--- src/rtl/ysyx_22040386_inst_queue.sv ---
// rtl/ysyx_22040386_inst_queue.sv - fetch-to-decode instruction FIFO with flush
module ysyx_22040386_inst_queue #(
    parameter int DEPTH = 4,
    parameter int AW    = $clog2(DEPTH)
) (
    input  logic          i_IQ_clk,
    input  logic          i_IQ_rst_n,
    input  logic          i_IQ_flush,
    input  logic          i_IQ_in_valid,
    output logic          o_IQ_in_ready,
    input  logic [63:0]   i_IQ_pc,
    input  logic [31:0]   i_IQ_inst,
    output logic          o_IQ_out_valid,
    input  logic          i_IQ_out_ready,
    output logic [63:0]   o_IQ_pc,
    output logic [31:0]   o_IQ_inst,
    output logic [AW:0]   o_IQ_count
);

    localparam logic [AW:0] PTR_ONE = {{AW{1'b0}}, 1'b1};

    logic [95:0] mem_q [DEPTH];
    logic [AW:0] wp_q, wp_d;
    logic [AW:0] rp_q, rp_d;
    logic        empty, full, push, pop;
    logic [95:0] head;

    always_comb begin
        empty = (wp_q == rp_q);
        full  = (wp_q[AW] != rp_q[AW]) && (wp_q[AW-1:0] == rp_q[AW-1:0]);
        push  = i_IQ_in_valid && !full;
        pop   = !empty && i_IQ_out_ready;
        wp_d  = wp_q;
        rp_d  = rp_q;
        // A redirect discards whatever handshakes happened in the same cycle.
        if (i_IQ_flush) begin
            wp_d = '0;
            rp_d = '0;
        end else begin
            if (push) wp_d = wp_q + PTR_ONE;
            if (pop)  rp_d = rp_q + PTR_ONE;
        end
    end

    always_ff @(posedge i_IQ_clk or negedge i_IQ_rst_n) begin
        if (!i_IQ_rst_n) begin
            wp_q <= '0;
            rp_q <= '0;
        end else begin
            wp_q <= wp_d;
            rp_q <= rp_d;
        end
    end

    // Entry storage is deliberately left unreset; only the pointers define validity.
    always_ff @(posedge i_IQ_clk) begin
        if (push && !i_IQ_flush) begin
            mem_q[wp_q[AW-1:0]] <= {i_IQ_pc, i_IQ_inst};
        end
    end

    always_comb begin
        head           = mem_q[rp_q[AW-1:0]];
        o_IQ_in_ready  = !full;
        o_IQ_out_valid = !empty;
        o_IQ_count     = wp_q - rp_q;
        o_IQ_pc        = empty ? 64'd0 : head[95:32];
        o_IQ_inst      = empty ? 32'd0 : head[31:0];
    end

endmodule
--- config.mk ---
export PLATFORM = sky130hd
export DESIGN_NAME = ysyx_22040386_inst_queue
export DESIGN_NICKNAME = d
export VERILOG_FILES = /design/src/rtl/ysyx_22040386_inst_queue.sv
export SDC_FILE = /design/constraint.sdc
export NUM_CORES = 1
export LEC_CHECK = 0
export CORE_ASPECT_RATIO = 0.9
export CORE_MARGIN = 2
export CORE_UTILIZATION = 51
export DETAILED_ROUTE_END_ITERATION = 16
export HOLD_SLACK_MARGIN = 0.06
export PLACE_DENSITY = 0.85
export SLEW_MARGIN = 10
export SYNTH_ARGS = -nofsm -noshare
export SYNTH_HDL_FRONTEND = slang
export SYNTH_SLANG_ARGS = --single-unit
--- constraint.sdc ---
create_clock -name i_IQ_clk -period 6.4 [get_ports i_IQ_clk]
set_input_delay 0.64 -clock i_IQ_clk [delete_from_list [all_inputs] [get_ports i_IQ_clk]]
set_output_delay 0.64 -clock i_IQ_clk [all_outputs]
set_load 0.02 [all_outputs]
==> flow_summary.yaml, run 1 <==
floorplanning:
  io_pins: 202
  die_y_um: 167
  die_x_um: 185
  rows: 59
  start_util_pct: 51.9
  die-area_mm2: 0.0309
  coreArea_mm2: 0.0290
synthesis:
  syn_inst: 675
  yosysSeqAreaShare_pct: 77.6
  ys_ff_latch: 390
  yosysWarningCount: 0
  syn-num-nets: 784
  syn_area_mm2: 0.0151
  yosysUniqueCellTypes: 31
  syn_avg_cell_area_um2: 22.3
cts:
  cts.repair.resized: 0
  cts_hold_buf: 0
  clk_pin_slew_ps: 60
  clk_latency_ps: 510
  cts_root_buf: "clkbuf_16"
  clock_sink_count: 390
  cts_tree: "built"
  clockBufferDepth: 3
  cts-htree-levels: 2
  post_cts_buffers: 0
  cts_inserted_buffers: 39
run:
  max_cap_violations: 0
placed_design:
  io_buffer_count: 201
  place.gp.congestion: 0.789
  placed_cell_area_mm2: 0.0175
  post-dp-hpwl_mm: 17.7
critical_path:
  cp_slowest_cell: "dfrtp_4"
  start_kind: "flop"
  reg2reg_to: "mem_q[0][69]"
  cp_top_family: "buffers and inverters"
  crit_chain: "inv_1 > ha_1 > and2_0 > nand2_2 > buf_4 > and2_1 > clkdlybuf4s50_1"
  slowest_delay_ps: 910
  arrival_ps: 4250
  setup.worst_path.class: "flop to primary output"
  crit_path_max_fanout: 61
  crit_buf_inv: 3
  reg2regPathDepth: 6
  endpoint_kind: "primary output"
  critical_path.endpoint: "o_IQ_pc[34]"
  cp-startpoint: "rp_q[1]"
  required_ps: 5760
  rrSetupSlack_ps: 2640
  rr_startpoint: "rp_q[1]"
  cp_num_cells: 7
route:
  routed-wl-met3_mm: 2.43
  via_per_inst: 5.53
  post_drt_wl_per_cell_um: 22.0
  first_pass_iters: 5
  ant_nets: 0
  num_vias: 7296
  top_layer: "met5"
  routed_wirelength_mm: 29.0
  drt_iter0_drc: 596
  wl_met1_mm: 11.8
  drc_errors: 0
  wl_met2_mm: 14.3
global_routing:
  grt_max_degree: 62
  grt_pass1_vias: 7734
  antenna_found_initial: 3
  grt_pass1_wl_mm: 44.5
  grt-ovfl-total: 0
  grt.total_usage_pct: 19.1
sta:
  slew_headroom_pct: 29.3
  period_share_pct: 76.4
  fin_setup_tns_ps: 0
  rsz0062_at_grt: "no"
  setup-violations-final: 0
  slew_viol_final: 0
  hold_viol_final: 0
  skew_ps: 16.5
  worstMarginPinSlew_ps: 1060
  period_minus_slack_ps: 4890
  timing.fmax_mhz: 204
finish:
  drive_above_1_share_pct: 18.5
  final_util_pct: 64.6
  final_area_mm2: 0.0187
  fin_nets: 1003
  areaGrowthSynthToFinish_pct: 24.5
power_and_ir_drop:
  power_mw: 8.85
  power_density_mw_per_mm2: 472
  p_leak_nw: 5.95
  peakVddDrop_mv: 0.365
status:
  run_status: "completed"
hold_path:
  min_path_type: "primary input to async pin"
## kinds of logic after synthesis
group | count (synthesis) | share of synthesized area (%)
muxes | 96 | 14.4
DFF | 390 | 77.6
xor gates and xnor gates | 3 | 0.224
buffers and inverters | 41 | 1.41
adders and majority gates | 8 | 0.715
and+or+nand+nor | 131 | 5.43
AOI/OAI and AO/OA | 6 | 0.249
## report_power, final
| group | internal, mW | switching [mW] |
|---|---|---|
| registers | 3.06 | 0.101 |
| logic | 1.65 | 1.81 |
| clock network | 1.34 | 0.899 |
## worst register-to-register path, delay by kind of cell, from the launching register on
kind	cells	cell delay, ps
DFF	1	910
and+or+nand+nor	2	970
buffers and inverters	2	710
adders and majority gates	1	340
AOI/OAI and AO/OA	1	470
## cell usage in the layout, fill, tap and decap left out, types with 5 or more instances in the layout
cell type / count
clkinv_2: 5
clkbuf_1: 10
inv_1: 6
mux4_2: 96
clkdlybuf4s50_1: 201
nand4b_1: 5
ha_1: 7
nand3_1: 5
buf_4: 12
edfxtp_1: 384
and2_1: 96
clkbuf_16: 41
## registers in the layout, indices dropped and copies added (netlist names)
signal	cells
wp_q	3
mem_q	384
rp_q	3
## routing by layer
layer | track usage (%) | vias up
li1 | - | 3194
met1 | 25.6 | 3759
met2 | 31.8 | 291
met3 | 5.01 | 48
met4 | 4.59 | 4
met5 | 0 | -
## worst min path at each step
stage,depth (start not counted),slack [ps],to,start
final,1,380,wp_q[2],i_IQ_rst_n
after global routing,1,380,wp_q[2],i_IQ_rst_n
after CTS,1,370,wp_q[0],i_IQ_rst_n
after detailed placement,2,650,wp_q[2],wp_q[2]
after global placement,2,650,wp_q[2],wp_q[2]
after floorplan,0,340,rp_q[0],i_IQ_rst_n
## synth_stat cells, drive strengths merged
master / number / area, um2
nor3b: 2 / 15.0
or4: 3 / 22.5
buf: 15 / 110
nand4b: 5 / 43.8
nor2: 2 / 7.51
mux4: 96 / 2160
nand2: 5 / 21.3
nand3: 5 / 25.0
dfrtp: 6 / 150
xnor2: 2 / 25.0
a31oi: 4 / 25.0
ha: 7 / 87.6
fa: 1 / 20.0
a211oi: 1 / 7.51
a21oi: 1 / 5.00
nand3b: 1 / 7.51
nand4: 2 / 12.5
inv: 6 / 22.5
or3: 4 / 25.0
xor2: 1 / 8.76
clkbuf: 20 / 80.1
edfxtp: 384 / 11500
nor3: 1 / 5.00
and2: 101 / 632
## layout make-up
class,count,area [um2]
antenna,2,5.00
clock buffer,51,1060
clock inverter,18,201
fill,1897,10300
inverter,6,22.5
multi-input combinational,244,3170
sequential,390,11700
tap,396,495
timing repair buffer,213,2100
## metrics by stage
step / worst slack (ps) / std cells / hold WS (ps)
after floorplan: 2280 / 675 / 344
after global placement: 2080 / 1249 / 646
after detailed placement: 1940 / 1249 / 645
after CTS: 1370 / 1318 / 371
after global routing: 1130 / 1319 / 384
final: 1510 / 1320 / 381
No activity file was read; power rests on OpenSTA's default activity.
==> run 2, diff against run 1 <==
- clock period: 6.4 -> 4.55 ns (I/O delays scaled with it)
==> run 2 against run 1 <==
Wire length up 2.6%. Worst hold slack got worse by 170 ps. Clock skew is 4.6 ps lower. Combinational power up 47%. Largest power group unchanged. Cell area is 0.52% higher. Die area unchanged. Critical endpoint is now o_IQ_pc[36]. Power increased by 43%. Via count increased by 0.16%. Sequential power grew 38%. Global-route usage grew 0.46 points. Register-to-register slack lost 1200 ps.
==> flow_summary.yaml, run 2 (synthesis results as in run 1) <==
status:
  run_status: "completed"
route:
  post_drt_wl_per_cell_um: 22.6
  ant_nets: 0
  via_per_inst: 5.54
  routed_wirelength_mm: 29.8
  drc_errors: 0
  drt_iter0_drc: 501
  first_pass_iters: 5
  num_vias: 7308
cts:
  cts_inserted_buffers: 39
  clk_pin_slew_ps: 60
  clockBufferDepth: 3
  cts_root_buf: "clkbuf_16"
  clk_latency_ps: 510
  cts-htree-levels: 2
  cts.repair.resized: 0
  cts_hold_buf: 0
  clock_sink_count: 390
  post_cts_buffers: 0
  cts_tree: "built"
sta:
  setup-violations-final: 0
  skew_ps: 11.9
  worstMarginPinSlew_ps: 821
  slew_headroom_pct: 45.3
  hold_ws_ps: 206
  slew_viol_final: 0
  hold_viol_final: 0
  rsz0062_at_grt: "no"
  timing.fmax_mhz: 259
  period_share_pct: 84.9
  period_minus_slack_ps: 3860
  fin_setup_tns_ps: 0
run:
  max_cap_violations: 0
global_routing:
  antenna_found_initial: 2
  grt_max_degree: 101
  grt-ovfl-total: 0
  grt.total_usage_pct: 19.6
  grt_pass1_vias: 7891
  grt_pass1_wl_mm: 45.7
critical_path:
  arrival_ps: 3410
  rr_startpoint: "wp_q[0]"
  crit_path_max_fanout: 52
  setup.worst_path.class: "flop to primary output"
  required_ps: 4090
  endpoint_kind: "primary output"
  start_kind: "flop"
  cp-startpoint: "rp_q[1]"
finish:
  fin_nets: 1004
  drive_above_1_share_pct: 18.4
  largest_reg_flops: 384
  areaGrowthSynthToFinish_pct: 25.2
  register_area_mm2: 0.0117
  fillerInstances: 1878
  layout_commonest_cell: "edfxtp_1"
  diodes: 0
  layout_common_cells: "edfxtp_1 (384), clkdlybuf4s50_1 (201), mux4_2 (96), and2_1 (96), clkbuf_16 (41)"
  multi_input_area_mm2: 0.00317
power_and_ir_drop:
  peakVddDrop_mv: 0.560
  switching_share_pct: 31.8
  p_leak_nw: 5.98
  seqPwrFrac_pct: 34.5
  power.switching_mw: 4.03
  power_mw: 12.7
  power_density_mw_per_mm2: 672
  p_comb_share_pct: 40.1
  p_clk_share_pct: 25.4
  intPower_mw: 8.64
placed_design:
  place.gp.congestion: 0.782
  io_buffer_count: 201
  post-dp-hpwl_mm: 17.5
floorplanning:
  die-area_mm2: 0.0309
  start_util_pct: 51.9
  rows: 59
  io_pins: 202
  coreArea_mm2: 0.0290
  die_y_um: 167
  die_x_um: 185
hold_path:
  min_path_type: "primary input to async pin"
## run 2: cell types whose count changed in the layout (fill, tap and decap cells not counted)
| cell | previous run | this run |
|---|---|---|
| buf_12 | 0 | 6 |
| buf_4 | 12 | 7 |
| clkinv_4 | 3 | 0 |
| clkinv_1 | 4 | 6 |
| clkinv_2 | 5 | 3 |
| diode_2 | 2 | 0 |
| bufinv_16 | 4 | 5 |
| clkbuf_1 | 10 | 9 |
| clkbuf_8 | 0 | 1 |
| inv_6 | 0 | 1 |
## run 2: final timing paths
check                      slack (ps)  cells after the start            to
max in group asynchronous        4070                      1       rp_q[0]
setup reg to reg                 1420                      6  mem_q[3][53]
hold / removal                    210                      1       wp_q[2]
min in group i_IQ_clk             580                      1  mem_q[0][57]
setup / recovery                  690                      5   o_IQ_pc[36]
hold reg to reg                   660                      2       wp_q[2]
## run 2: area by class of cell
class / count / share of cell area, %
Tap cell: 396 / 2.63
Sequential cell: 390 / 62.0
Timing Repair Buffer: 214 / 11.6
Inverter: 6 / 0.120
Multi-Input combinational cell: 244 / 16.8
Clock buffer: 51 / 5.70
Clock inverter: 17 / 1.12
## run 2: metrics by stage
step | cells | util, % | setup slack, ps | cell area, um2
3_3_place_gp | 1250 | 60.5 | 1230 | 17600
5_1_grt | 1318 | 65.0 | 484 | 18800
6_report | 1318 | 65.0 | 686 | 18800
4_1_cts | 1318 | 65.0 | 609 | 18800
2_1_floorplan | 675 | - | 426 | 15100
3_5_place_dp | 1250 | 60.5 | 1190 | 17600
## run 2: per-layer routing
| layer | GRT usage (%) | part of all wire (%) | vias to the layer above | routed length [um] |
|---|---|---|---|---|
| met5 | 0 | 0.10 | - | 30 |
| met4 | 3.83 | 1.5 | 4 | 434 |
| met3 | 5.23 | 8.1 | 38 | 2420 |
| met2 | 32.5 | 49 | 271 | 14600 |
| met1 | 26.6 | 41 | 3795 | 12300 |
| li1 | - | - | 3200 | - |
## run 2: worst max-delay path, stage by stage (launching register included)
cell and delay [ps]:
dfrtp_4 400, buf_4 540, buf_4 740, mux4_2 400
and2_1 200, clkdlybuf4s50_1 570
## run 2: power by group through the flow
stage                     registers (mW)  logic (mW)  clock network, mW
final                               4.37        5.08               3.22
after global routing                4.40        5.41               3.41
after CTS                           4.38        5.17               3.27
after detailed placement            4.45        5.11                  0
after global placement              4.43        5.08                  0
after floorplan                     4.45        2.85                  0
